`config.mk`:
```
export PLATFORM = sky130hd
export DESIGN_NAME = pc_gen_bp_flat
export DESIGN_NICKNAME = d
export VERILOG_FILES = /design/src/rtl/pc_pkg.sv /design/src/rtl/pc_gen_bp_if.sv /design/src/rtl/pc_btb.sv /design/src/rtl/pc_gen_bp.sv /design/src/flat_wrapper.sv
export SDC_FILE = /design/constraint.sdc
export NUM_CORES = 2
export LEC_CHECK = 0
export ABC_AREA = 1
export CAP_MARGIN = 20
export CORE_MARGIN = 5
export CORE_UTILIZATION = 35
export DETAILED_ROUTE_END_ITERATION = 8
export PLACE_DENSITY = 0.54
export SETUP_SLACK_MARGIN = 0.5
export SYNTH_ARGS = -nofsm -noshare
export SYNTH_HDL_FRONTEND = slang
export SYNTH_HIERARCHICAL = 1
export SYNTH_SLANG_ARGS = --single-unit
```
`constraint.sdc`:
```
create_clock -name clk -period 9.7 [get_ports clk]
set_input_delay 1.94 -clock clk [delete_from_list [all_inputs] [get_ports clk]]
set_output_delay 1.94 -clock clk [all_outputs]
set_load 0.005 [all_outputs]
```
`src/rtl/pc_pkg.sv`:
```
`default_nettype none
// ============================================================================
//  Module      : pc_pkg
//  Description : Shared definitions for the fetch PC generator: 2-bit
//                direction counter encodings, saturating counter helpers
//                and the default reset PC.
//  Revision    : 1.0 - initial release
// ============================================================================
package pc_pkg;

  typedef logic [1:0] ctr_t;

  // Direction counter states: strongly/weakly not-taken, weakly/strongly taken
  localparam ctr_t CTR_SNT = 2'd0;
  localparam ctr_t CTR_WNT = 2'd1;
  localparam ctr_t CTR_WT  = 2'd2;
  localparam ctr_t CTR_ST  = 2'd3;

  localparam logic [31:0] DEFAULT_RESET_PC = 32'h0000_0000;

  function automatic ctr_t sat_inc(input ctr_t c);
    return (c == CTR_ST) ? CTR_ST : ctr_t'(c + 2'd1);
  endfunction

  function automatic ctr_t sat_dec(input ctr_t c);
    return (c == CTR_SNT) ? CTR_SNT : ctr_t'(c - 2'd1);
  endfunction

endpackage
`default_nettype wire

```
`src/rtl/pc_gen_bp_if.sv`:
```
`default_nettype none
// ============================================================================
//  Module      : pc_gen_bp_if
//  Description : Bundle between the ID/EX stage and the fetch PC generator.
//                Carries stall/redirect control, jr register target,
//                branch-resolution updates and the fetch PC / prediction.
//  Ports       : master - pipeline side (drives control, sees PC)
//                slave  - pc_gen_bp side (sees control, drives PC)
//  Revision    : 1.0 - initial release
// ============================================================================
interface pc_gen_bp_if #(
  parameter int XLEN = 32
);
  logic            stall_i;
  logic            redirect_i;
  logic            redirect_jr_i;
  logic [XLEN-1:0] jr_reg_i;
  logic [XLEN-1:0] redirect_pc_i;
  logic            upd_valid_i;
  logic [XLEN-1:0] upd_pc_i;
  logic            upd_taken_i;
  logic [XLEN-1:0] upd_target_i;
  logic [XLEN-1:0] pc_o;
  logic            pred_taken_o;
  logic [XLEN-1:0] pred_target_o;

  modport master (
    output stall_i, redirect_i, redirect_jr_i, jr_reg_i, redirect_pc_i,
    output upd_valid_i, upd_pc_i, upd_taken_i, upd_target_i,
    input  pc_o, pred_taken_o, pred_target_o
  );

  modport slave (
    input  stall_i, redirect_i, redirect_jr_i, jr_reg_i, redirect_pc_i,
    input  upd_valid_i, upd_pc_i, upd_taken_i, upd_target_i,
    output pc_o, pred_taken_o, pred_target_o
  );
endinterface
`default_nettype wire

```
`src/rtl/pc_btb.sv`:
```
`default_nettype none
// ============================================================================
//  Module      : pc_btb
//  Description : Direct-mapped branch target buffer with 2-bit direction
//                counters. Combinational read port for the fetch PC and a
//                synchronous update port for resolved branches.
//  Ports       : clk, reset_n        - clock, async active-low reset
//                i_rd_pc             - lookup PC
//                o_rd_hit/taken/tgt  - lookup result
//                i_upd_*             - resolved branch update
//  Revision    : 1.0 - initial release
// ============================================================================
module pc_btb
  import pc_pkg::*;
#(
  parameter int XLEN        = 32,
  parameter int BTB_ENTRIES = 16
) (
  input  wire logic            clk,
  input  wire logic            reset_n,
  input  wire logic [XLEN-1:0] i_rd_pc,
  output logic                 o_rd_hit,
  output logic                 o_rd_taken,
  output logic [XLEN-1:0]      o_rd_target,
  input  wire logic            i_upd_valid,
  input  wire logic [XLEN-1:0] i_upd_pc,
  input  wire logic            i_upd_taken,
  input  wire logic [XLEN-1:0] i_upd_target
);

  localparam int c_IDX_W = $clog2(BTB_ENTRIES);
  localparam int c_TAG_W = XLEN - c_IDX_W - 2;

  logic              r_valid  [BTB_ENTRIES];
  logic [c_TAG_W-1:0] r_tag   [BTB_ENTRIES];
  logic [XLEN-1:0]   r_target [BTB_ENTRIES];
  ctr_t              r_ctr    [BTB_ENTRIES];

  logic [c_IDX_W-1:0] w_rd_idx;
  logic [c_TAG_W-1:0] w_rd_tag;
  logic [c_IDX_W-1:0] w_upd_idx;
  logic [c_TAG_W-1:0] w_upd_tag;
  logic               w_upd_hit;
  logic               w_unused;

  // Instructions are word aligned, so the low two PC bits never index.
  assign w_rd_idx  = i_rd_pc[c_IDX_W+1:2];
  assign w_rd_tag  = i_rd_pc[XLEN-1:c_IDX_W+2];
  assign w_upd_idx = i_upd_pc[c_IDX_W+1:2];
  assign w_upd_tag = i_upd_pc[XLEN-1:c_IDX_W+2];
  assign w_unused  = ^{i_rd_pc[1:0], i_upd_pc[1:0]};

  assign o_rd_hit    = r_valid[w_rd_idx] && (r_tag[w_rd_idx] == w_rd_tag);
  assign o_rd_taken  = o_rd_hit && r_ctr[w_rd_idx][1];
  assign o_rd_target = r_target[w_rd_idx];

  assign w_upd_hit = r_valid[w_upd_idx] && (r_tag[w_upd_idx] == w_upd_tag);

  // Reads see pre-update state; a write becomes visible on the next cycle.
  always_ff @(posedge clk or negedge reset_n) begin
    if (!reset_n) begin
      for (int i = 0; i < BTB_ENTRIES; i++) begin
        r_valid[i]  <= 1'b0;
        r_tag[i]    <= '0;
        r_target[i] <= '0;
        r_ctr[i]    <= CTR_SNT;
      end
    end else if (i_upd_valid) begin
      if (w_upd_hit) begin
        if (i_upd_taken) begin
          r_ctr[w_upd_idx]    <= sat_inc(r_ctr[w_upd_idx]);
          r_target[w_upd_idx] <= i_upd_target;
        end else begin
          r_ctr[w_upd_idx]    <= sat_dec(r_ctr[w_upd_idx]);
        end
      end else if (i_upd_taken) begin
        // Allocate on a taken miss, evicting whatever aliased here before.
        r_valid[w_upd_idx]  <= 1'b1;
        r_tag[w_upd_idx]    <= w_upd_tag;
        r_target[w_upd_idx] <= i_upd_target;
        r_ctr[w_upd_idx]    <= CTR_WT;
      end
    end
  end

endmodule
`default_nettype wire

```
`src/rtl/pc_gen_bp.sv`:
```
`default_nettype none
// ============================================================================
//  Module      : pc_gen_bp
//  Description : Fetch PC generator with BTB-based next-PC prediction.
//                Priority: reset > redirect > stall > prediction.
//  Ports       : clk      - clock, rising edge
//                reset_n  - asynchronous active-low reset
//                bus      - pc_gen_bp_if slave: stall, redirect (incl. jr),
//                           branch update in; pc_o and prediction out
//  Revision    : 1.0 - initial release
// ============================================================================
module pc_gen_bp
  import pc_pkg::*;
#(
  parameter int              XLEN         = 32,
  parameter int              BTB_ENTRIES  = 16,
  parameter logic [XLEN-1:0] RESET_PC     = DEFAULT_RESET_PC[XLEN-1:0],
  parameter int              JR_WORD_ADDR = 1
) (
  input wire logic  clk,
  input wire logic  reset_n,
  pc_gen_bp_if.slave bus
);

  logic [XLEN-1:0] r_pc;
  logic [XLEN-1:0] w_pc_plus4;
  logic [XLEN-1:0] w_jr_target;
  logic [XLEN-1:0] w_next_pc;
  logic [XLEN-1:0] w_btb_target;
  logic            w_btb_hit;
  logic            w_btb_taken;
  logic            w_pred_taken;
  logic [XLEN-1:0] w_pred_target;

  pc_btb #(
    .XLEN        (XLEN),
    .BTB_ENTRIES (BTB_ENTRIES)
  ) u_btb (
    .clk          (clk),
    .reset_n      (reset_n),
    .i_rd_pc      (r_pc),
    .o_rd_hit     (w_btb_hit),
    .o_rd_taken   (w_btb_taken),
    .o_rd_target  (w_btb_target),
    .i_upd_valid  (bus.upd_valid_i),
    .i_upd_pc     (bus.upd_pc_i),
    .i_upd_taken  (bus.upd_taken_i),
    .i_upd_target (bus.upd_target_i)
  );

  // Sequential fetch wraps modulo 2^XLEN.
  assign w_pc_plus4 = r_pc + XLEN'(4);

  generate
    if (JR_WORD_ADDR != 0) begin : g_jr_word
      // Register holds a word address; shifted-out top bits are dropped.
      assign w_jr_target = {bus.jr_reg_i[XLEN-3:0], 2'b00};
    end else begin : g_jr_byte
      assign w_jr_target = bus.jr_reg_i;
    end
  endgenerate

  // w_btb_taken already implies a hit; the hit itself is not needed further.
  assign w_pred_taken  = w_btb_taken && w_btb_hit;
  assign w_pred_target = w_pred_taken ? w_btb_target : w_pc_plus4;

  always_comb begin
    w_next_pc = w_pred_target;
    if (bus.redirect_i) begin
      w_next_pc = bus.redirect_jr_i ? w_jr_target : bus.redirect_pc_i;
    end else if (bus.stall_i) begin
      w_next_pc = r_pc;
    end
  end

  always_ff @(posedge clk or negedge reset_n) begin
    if (!reset_n) begin
      r_pc <= RESET_PC;
    end else begin
      r_pc <= w_next_pc;
    end
  end

  assign bus.pc_o          = r_pc;
  assign bus.pred_taken_o  = w_pred_taken;
  assign bus.pred_target_o = w_pred_target;

endmodule
`default_nettype wire

```
`src/flat_wrapper.sv`:
```
// flat-port wrapper written by rule: the top's interface ports become plain ports
module pc_gen_bp_flat import pc_pkg::*;
#(
  parameter int              XLEN         = 32,
  parameter int              BTB_ENTRIES  = 16,
  parameter logic [XLEN-1:0] RESET_PC     = DEFAULT_RESET_PC[XLEN-1:0],
  parameter int              JR_WORD_ADDR = 1
)
  (clk, reset_n, bus_stall_i, bus_redirect_i, bus_redirect_jr_i, bus_jr_reg_i, bus_redirect_pc_i, bus_upd_valid_i, bus_upd_pc_i, bus_upd_taken_i, bus_upd_target_i, bus_pc_o, bus_pred_taken_o, bus_pred_target_o);
  pc_gen_bp_if #(.XLEN(XLEN)) bus_i ();
  input wire logic clk;
  input wire logic reset_n;
  input wire logic [$bits(bus_i.stall_i)-1:0] bus_stall_i;
  input wire logic [$bits(bus_i.redirect_i)-1:0] bus_redirect_i;
  input wire logic [$bits(bus_i.redirect_jr_i)-1:0] bus_redirect_jr_i;
  input wire logic [$bits(bus_i.jr_reg_i)-1:0] bus_jr_reg_i;
  input wire logic [$bits(bus_i.redirect_pc_i)-1:0] bus_redirect_pc_i;
  input wire logic [$bits(bus_i.upd_valid_i)-1:0] bus_upd_valid_i;
  input wire logic [$bits(bus_i.upd_pc_i)-1:0] bus_upd_pc_i;
  input wire logic [$bits(bus_i.upd_taken_i)-1:0] bus_upd_taken_i;
  input wire logic [$bits(bus_i.upd_target_i)-1:0] bus_upd_target_i;
  output wire logic [$bits(bus_i.pc_o)-1:0] bus_pc_o;
  output wire logic [$bits(bus_i.pred_taken_o)-1:0] bus_pred_taken_o;
  output wire logic [$bits(bus_i.pred_target_o)-1:0] bus_pred_target_o;
  assign bus_i.stall_i = bus_stall_i;
  assign bus_i.redirect_i = bus_redirect_i;
  assign bus_i.redirect_jr_i = bus_redirect_jr_i;
  assign bus_i.jr_reg_i = bus_jr_reg_i;
  assign bus_i.redirect_pc_i = bus_redirect_pc_i;
  assign bus_i.upd_valid_i = bus_upd_valid_i;
  assign bus_i.upd_pc_i = bus_upd_pc_i;
  assign bus_i.upd_taken_i = bus_upd_taken_i;
  assign bus_i.upd_target_i = bus_upd_target_i;
  assign bus_pc_o = bus_i.pc_o;
  assign bus_pred_taken_o = bus_i.pred_taken_o;
  assign bus_pred_target_o = bus_i.pred_target_o;
  pc_gen_bp #(.XLEN(XLEN), .BTB_ENTRIES(BTB_ENTRIES), .RESET_PC(RESET_PC), .JR_WORD_ADDR(JR_WORD_ADDR)) u_core (.clk(clk), .reset_n(reset_n), .bus(bus_i));
endmodule
```
Yosys cells after proc, flatten, opt, wreduce, memory -nomap -nowiden
Cells that the tools add are included. W data, S select, Z words.

Bits in registers: 1008. Input port bits: 135. Output and inout port bits: 65. Word-level logic and storage cells: 134.

Add/subtract/negate cells: 3. Order comparisons: 3. Equal/unequal tests: 4. Muxes and demuxes: 42. Bitwise logic cells: 7. Reductions and logical operators: 10.

Operator list (number): $bwmux W512 (1); $bwmux W416 (1); $mux W32 (10); $bmux W26 S4 (2); $mux W26 (5); $bmux W32 S4 (1); $demux W32 S4 (1); $demux W26 S4 (1); $bwmux W32 (2); $eq A26 B26 Y1 (2); $add A32 B3 Y32 const B (1); $or A16 B16 Y16 (2); $and A16 B16 Y16 (1); $bmux W2 S4 (2); $not A16 Y16 (1); $mux W2 (7); $ge A5 B5 Y1 const B (2); $not A4 Y5 (2); $bmux W1 S4 (2); $demux W2 S4 (1); $logic_and A1 B1 Y1 (5); $lt A5 B1 Y1 const B (1); $mux W1 (5); $demux W1 S4 (1); 9 further kinds (10).

Logic depth before layout (Yosys ltp)
Depth after elaboration: 11. Gate-level depth with buffers: 24. Gate-level depth less buffers: 21.

By module
Netlist, hierarchy kept.

By module, submodules not included: pc_btb (times used 1, cells an instance 6625, area each 49852.8 µm², seq. area each 24423.4 µm²); pc_gen_bp (times used 1, cells an instance 532, area each 3168.0 µm², seq. area each 800.8 µm²).

Worst setup path before layout
No wires, ideal clock.

Kind: register to output. From: register u_core.r_pc[2] (netlist: u_core/bus.pc_o[2]). To: output port bus_pred_target_o[28]. Arrival: 3.177 ns. Data required time: 7.760 ns. Path slack: 4.583 ns. Stages on the path, launching flop included: 14. Cells stage by stage: dfrtp_1 clkbuf_1 clkbuf_1 clkbuf_1 clkbuf_1 clkbuf_1 a21oi_1 a221oi_1 o32ai_1 nor3_1 nand2_1 clkbuf_1 or2_2 and2_2.

Longest elaborated chain between the ends: 9.

Ends and longest elaborated chain: start: declaration (line pc_gen_bp.sv:25) `logic [XLEN-1:0] r_pc;`; start signal: assignment (line pc_gen_bp.sv:80) `r_pc <= w_next_pc;`; $not A4 Y5 (not written as such) * (line pc_btb.sv:53, pc_btb.sv:54); $bmux W26 S4 (line pc_btb.sv:53) `assign o_rd_hit = r_valid[w_rd_idx] && (r_tag[w_rd_idx] == w_rd_tag);`; $mux W26 (not written as such) (2 in a row) (line pc_btb.sv:53); $eq A26 B26 Y1 (line pc_btb.sv:53); $logic_and A1 B1 Y1 (line pc_btb.sv:53); $logic_and A1 B1 Y1 * (line pc_btb.sv:54) `assign o_rd_taken = o_rd_hit && r_ctr[w_rd_idx][1];`; named net u_core.w_btb_taken (line pc_gen_bp.sv:31) `logic w_btb_taken;`; $logic_and A1 B1 Y1 * (line pc_gen_bp.sv:64) `assign w_pred_taken = w_btb_taken && w_btb_hit;`; $mux W32 * (line pc_gen_bp.sv:65) `assign w_pred_target = w_pred_taken ? w_btb_target : w_pc_plus4;`; end: declaration (line flat_wrapper.sv:24) `output wire logic [$bits(bus_i.pred_target_o)-1:0] bus_pred_target_o;`.

The timed path passes the listed nets; every way through them passes the cells marked *. The select of a mux whose other input is x is not followed.

Final worst setup path
From: register u_core.r_pc[2] (netlist: u_core/bus.pc_o[2]). To: output port bus_pred_target_o[6].

Same word-level chain as after synthesis.

==> Flow_metrics.wiki <==
{| class="wikitable"
! Metric !! Value
|-
| Average vias per placed instance || around 5.4
|-
| Peak Freq || 0.119 GHz
|-
| Global Route Usage Sum || 24.1%
|-
| Portion of total power attributed to combinational logic || 23.3%
|-
| Largest net degree at the start of global routing || 197
|-
| Final global-route overflow total || 0
|-
| CP bufs+invs || 4
|-
| Part of the power in registers || 42.1%
|-
| Count of yosys warnings during synthesis || 6
|-
| Top layer in use || met5
|-
| Switching component of the power || 4.41 mW
|-
| PD cells || 218 nW/um^2
|-
| Share of the clock period used by the worst path || 86.5%
|-
| Hpwl dp || 110 mm
|-
| Post-synthesis cell type count || 46
|-
| Endpoint of the worst-slack reg-to-reg timing path || u_core/bus.pc_o[6]
|-
| CTS clk-pin slew, worst paths || 0.07 ns
|-
| Met3 wirelength from detailed routing || 14.8 mm
|-
| Final Skew || 0.0376 ns
|-
| Number of enable flip-flop cells after synthesis || 0
|-
| Clk_lat worst skew || 0.76 ns
|-
| Final-layout fill cell count || 15611
|-
| Final cell count without fillers || roughly 9100
|-
| Iteration count of the initial detailed-routing pass || 6
|-
| Placed Cells || just under 9000
|-
| Setup repair after global routing missed its margin || no
|-
| Avg Synthesized Cell Area || 7.41 sq um
|-
| Count of endpoints failing hold in the final timing report || 0
|-
| Kind of cell with the highest combined delay on the critical path || buffers and inverters
|-
| Cell chain of the critical path || inv_8, buf_4, a21oi_1, o21ai_0, nand3_1, a31oi_1, a21oi_1, nand3_1, nor2_1, nand3_1, nor3_1, nand2_2, inv_1, o21ai_0, clkdlybuf4s50_1
|-
| Area added between synthesis and finish || 12.8%
|-
| Starting DRC count in detailed routing || 5519
|-
| Flops & latches, synth || 1008
|-
| Critical Path Source Type || flop
|-
| Number of routed nets with antenna violations || 0
|-
| Final setup TNS || 0 ns
|-
| Commonest register cell after synthesis || sky130_fd_sc_hd__dfrtp_1
|-
| Via count of the first global-routing pass || ~46000
|-
| Internal Pwr Total || roughly 8.6 mW
|-
| Largest fanout on the critical path || between 100 and 150
|-
| Reg-to-reg slack, setup || 4.29 ns
|-
| Remaining design rule violation count || 0
|-
| CP arrival || 6.45 ns
|-
| H-Tree Depth || 3
|-
| Sink Count || 1008
|-
| # setup viols final || 0
|-
| Delay of the slowest cell on the worst path || 0.76 ns
|-
| Metal2 WL || around 89 mm
|-
| Clock buffers created by TritonCTS || 113
|-
| Slew HR || 25.8%
|-
| Measured slew at the worst slew-check pin || 1.10 ns
|-
| Area of the core region || 150000 sq um
|-
| Standard cell with the maximum stage delay on the critical path || sky130_fd_sc_hd__buf_4
|-
| Final weighted congestion of routability-driven global placement || 0.873
|-
| Number of instances resized during post-cts repair || 0
|-
| Top-level port count || 200
|-
| Floorplan die height || 399 um
|-
| Critical Path Sink || bus_pred_target_o[6]
|-
| Critical path capture point type || output port
|-
| Startpoint of the worst setup timing path || u_core/bus.pc_o[2]
|-
| Die ar. || 159000 sq um
|-
| First-pass GRT wire length || 295 mm
|-
| Final-stage net count || 7126
|-
| Detailed-route wire length per cell || 21.6 um
|-
| Fraction of power spent switching nets || 33.8%
|-
| Data required time at the worst endpoint || slightly below 8 ns
|-
| Final min period || between 8 and 9 ns
|-
| Reg2Reg Depth || 16
|-
| Cell with the most instances on the worst path || sky130_fd_sc_hd__nand3_1
|-
| Register area share after synthesis || 47.6%
|-
| Post-Synthesis Cells || 7157
|-
| Vias || 49533
|-
| Total Power Consumption || 13.1 mW
|-
| Initial Utilization || around a third
|-
| Number of logic stages on the critical path including buffering || 15
|-
| Flip-flop and latch area || 25200 sq um
|-
| Fraction of final layout cells with drive strength greater than 1 || under 10%
|-
| CTS tree || yes
|-
| Final core area utilization || between 30% and 40%
|-
| Max_cap viols || 0
|-
| Met1 routed wirelength after detailed routing || ~87 mm
|-
| Clock network fraction of design power || 34.6%
|-
| Count of input and output buffers || slightly below 200
|-
| Initial antenna violation count || 8
|-
| Category of the most critical setup path || flop to output port
|-
| Summed instance area of the synthesized netlist || 53000 sq um
|-
| Maximum buffer depth of the clock tree || 3
|-
| Leakage power || 27.7 nW
|-
| Status || completed
|-
| Multi-input combinational cell area || between 20000 and 25000 sq um
|-
| Total length of routed wires || a little under 200 mm
|-
| Post-Syn Nets || 7293
|-
| RR Startpoint || u_core/bus.pc_o[2]
|-
| Number of buffers inserted by post-CTS setup repair || 0
|-
| Asr flop ratio synth || between 90% and 100%
|-
| Max-slew violation total from the final report || 0
|-
| Horizontal extent of the die || 399 um
|-
| Path type of the worst min-delay path || flop to flop
|-
| CTS root buffer || sky130_fd_sc_hd__clkbuf_16
|-
| Worst supply voltage drop on vdd || 0.159 mV
|-
| CTS Hold Bufs || 0
|-
| Number of cell rows || 142
|}
-- stage by stage --
step                setup slack, ns  hold slack [ns]  area (sq um)
floorplan                      4.58            0.433         53000
global placement               2.11            0.446         55800
detailed placement             2.09            0.451         55800
CTS                            1.28            0.467         59700
global route                  0.911            0.489         59800
finish                         1.31            0.471         59800
-- cell usage after synthesis, types with 4 or more instances --
cell	count	area (sq um)
sky130_fd_sc_hd__nor3_1	6	30.0
sky130_fd_sc_hd__nand3_4	9	158
sky130_fd_sc_hd__o21a_1	40	300
sky130_fd_sc_hd__nand2_4	4	45.0
sky130_fd_sc_hd__o22ai_1	47	294
sky130_fd_sc_hd__inv_1	272	1020
sky130_fd_sc_hd__buf_4	47	353
sky130_fd_sc_hd__nand2_2	7	43.8
sky130_fd_sc_hd__clkbuf_1	387	1450
sky130_fd_sc_hd__o211ai_1	112	841
sky130_fd_sc_hd__a21oi_1	112	561
sky130_fd_sc_hd__nand4_1	7	43.8
sky130_fd_sc_hd__and2_1	13	81.3
sky130_fd_sc_hd__buf_1	16	60.1
sky130_fd_sc_hd__a22oi_1	22	165
sky130_fd_sc_hd__nand3_1	195	976
sky130_fd_sc_hd__nor2_1	603	2260
sky130_fd_sc_hd__xnor2_1	4	35.0
sky130_fd_sc_hd__buf_6	23	259
sky130_fd_sc_hd__a221oi_1	11	96.3
sky130_fd_sc_hd__dfrtp_1	1008	25200
sky130_fd_sc_hd__nor2_4	4	45.0
sky130_fd_sc_hd__nand2_1	2441	9160
sky130_fd_sc_hd__a31oi_1	9	56.3
sky130_fd_sc_hd__nor2_2	5	31.3
sky130_fd_sc_hd__buf_2	83	415
sky130_fd_sc_hd__xor2_1	6	52.6
sky130_fd_sc_hd__o21ai_0	1306	6540
sky130_fd_sc_hd__o21ai_1	175	876
sky130_fd_sc_hd__or2_2	16	100
sky130_fd_sc_hd__o221ai_1	123	1080
sky130_fd_sc_hd__o21bai_1	4	30.0
sky130_fd_sc_hd__nand3_2	8	80.1
sky130_fd_sc_hd__o2111ai_1	15	131
-- registers in the layout (all words and copies together), names as in the netlist --
name / flops
u_core/u_btb/r_target: 512
u_core/u_btb/r_tag: 416
u_core/u_btb/r_ctr: 32
u_core/u_btb/r_valid: 16
u_core/bus.pc_o: 32
-- layer usage --
metal / vias to the layer above / GRT usage (%)
met5: - / 0
met4: 6 / 6.76
met3: 330 / 3.44
met2: 1935 / 38.3
met1: 23985 / 34.5
li1: 23277 / -
-- area by class of cell --
| cell class | instances | share of cell area [%] |
|---|---|---|
| Clock inverter | 41 | 1.01 |
| Tap cell | 2016 | 4.22 |
| Sequential cell | 1008 | 42.2 |
| Multi-Input combinational cell | 5315 | 40.6 |
| Inverter | 277 | 1.78 |
| Antenna cell | 4 | 0.0167 |
| Clock buffer | 166 | 5.56 |
| Timing Repair Buffer | 275 | 4.56 |
-- worst min path at each step --
stage | end | from | slack [ns] | cells after the start
after floorplan | u_core/u_btb/r_valid[13] | u_core/u_btb/r_valid[13] | 0.43 | 2
after global placement | u_core/u_btb/r_valid[10] | u_core/u_btb/r_valid[10] | 0.45 | 2
after detailed placement | u_core/u_btb/r_valid[1] | u_core/u_btb/r_valid[1] | 0.45 | 2
after CTS | u_core/u_btb/r_valid[1] | u_core/u_btb/r_valid[1] | 0.47 | 2
after global routing | u_core/u_btb/r_target[213] | u_core/u_btb/r_target[213] | 0.49 | 2
final | u_core/u_btb/r_valid[6] | u_core/u_btb/r_valid[6] | 0.47 | 2
-- tightest hold or removal path: stages, from the launching register on --
cell	delay [ns]
sky130_fd_sc_hd__dfrtp_1	0.32
sky130_fd_sc_hd__inv_1	0.06
sky130_fd_sc_hd__nand2_1	0.06
-- logic make-up (layout without fill, tap and decap cells) --
group,Yosys count,after routing,synth area share [%]
other,0,4,0
AO/OA/AOI/OAI,1980,1980,20.7
flip-flops,1008,1008,47.6
AND/OR/NAND/NOR,3324,3324,24.7
adder cells (fa/ha/maj),1,1,0.0236
XOR/XNOR,10,10,0.165
buffers and inverters,834,759,6.77
-- layout by cell type (no fill, tap or decap), types with 10 or more instances in the layout --
cell type,Yosys,routed
sky130_fd_sc_hd__bufinv_16,0,10
sky130_fd_sc_hd__and2_1,13,13
sky130_fd_sc_hd__clkinv_2,0,21
sky130_fd_sc_hd__nand2_2,7,18
sky130_fd_sc_hd__o21ai_0,1306,1306
sky130_fd_sc_hd__nand3_1,195,195
sky130_fd_sc_hd__nor2_1,603,600
sky130_fd_sc_hd__a221oi_1,11,11
sky130_fd_sc_hd__buf_12,0,10
sky130_fd_sc_hd__a21oi_1,112,112
sky130_fd_sc_hd__o21a_1,40,40
sky130_fd_sc_hd__nand2_1,2441,2425
sky130_fd_sc_hd__a22oi_1,22,22
sky130_fd_sc_hd__clkbuf_8,0,30
sky130_fd_sc_hd__dfrtp_1,1008,1004
sky130_fd_sc_hd__or2_2,16,16
sky130_fd_sc_hd__o221ai_1,123,123
sky130_fd_sc_hd__clkbuf_16,0,113
sky130_fd_sc_hd__buf_4,47,69
sky130_fd_sc_hd__clkbuf_1,387,23
sky130_fd_sc_hd__clkdlybuf4s50_1,0,192
sky130_fd_sc_hd__o21ai_1,175,175
sky130_fd_sc_hd__inv_1,272,270
sky130_fd_sc_hd__o22ai_1,47,47
sky130_fd_sc_hd__o211ai_1,112,112
sky130_fd_sc_hd__o2111ai_1,15,15
-- power groups by stage --
stage          combinational, mW  sequential [mW]  clock, mW
4_1_cts                     3.02             5.48       4.63
5_1_grt                     3.41             5.59       4.79
3_3_place_gp                2.98             5.53          0
2_1_floorplan               1.97             5.39          0
6_report                    3.04             5.49       4.52
3_5_place_dp                3.02             5.54          0
Power figures use the tool's default switching activity.
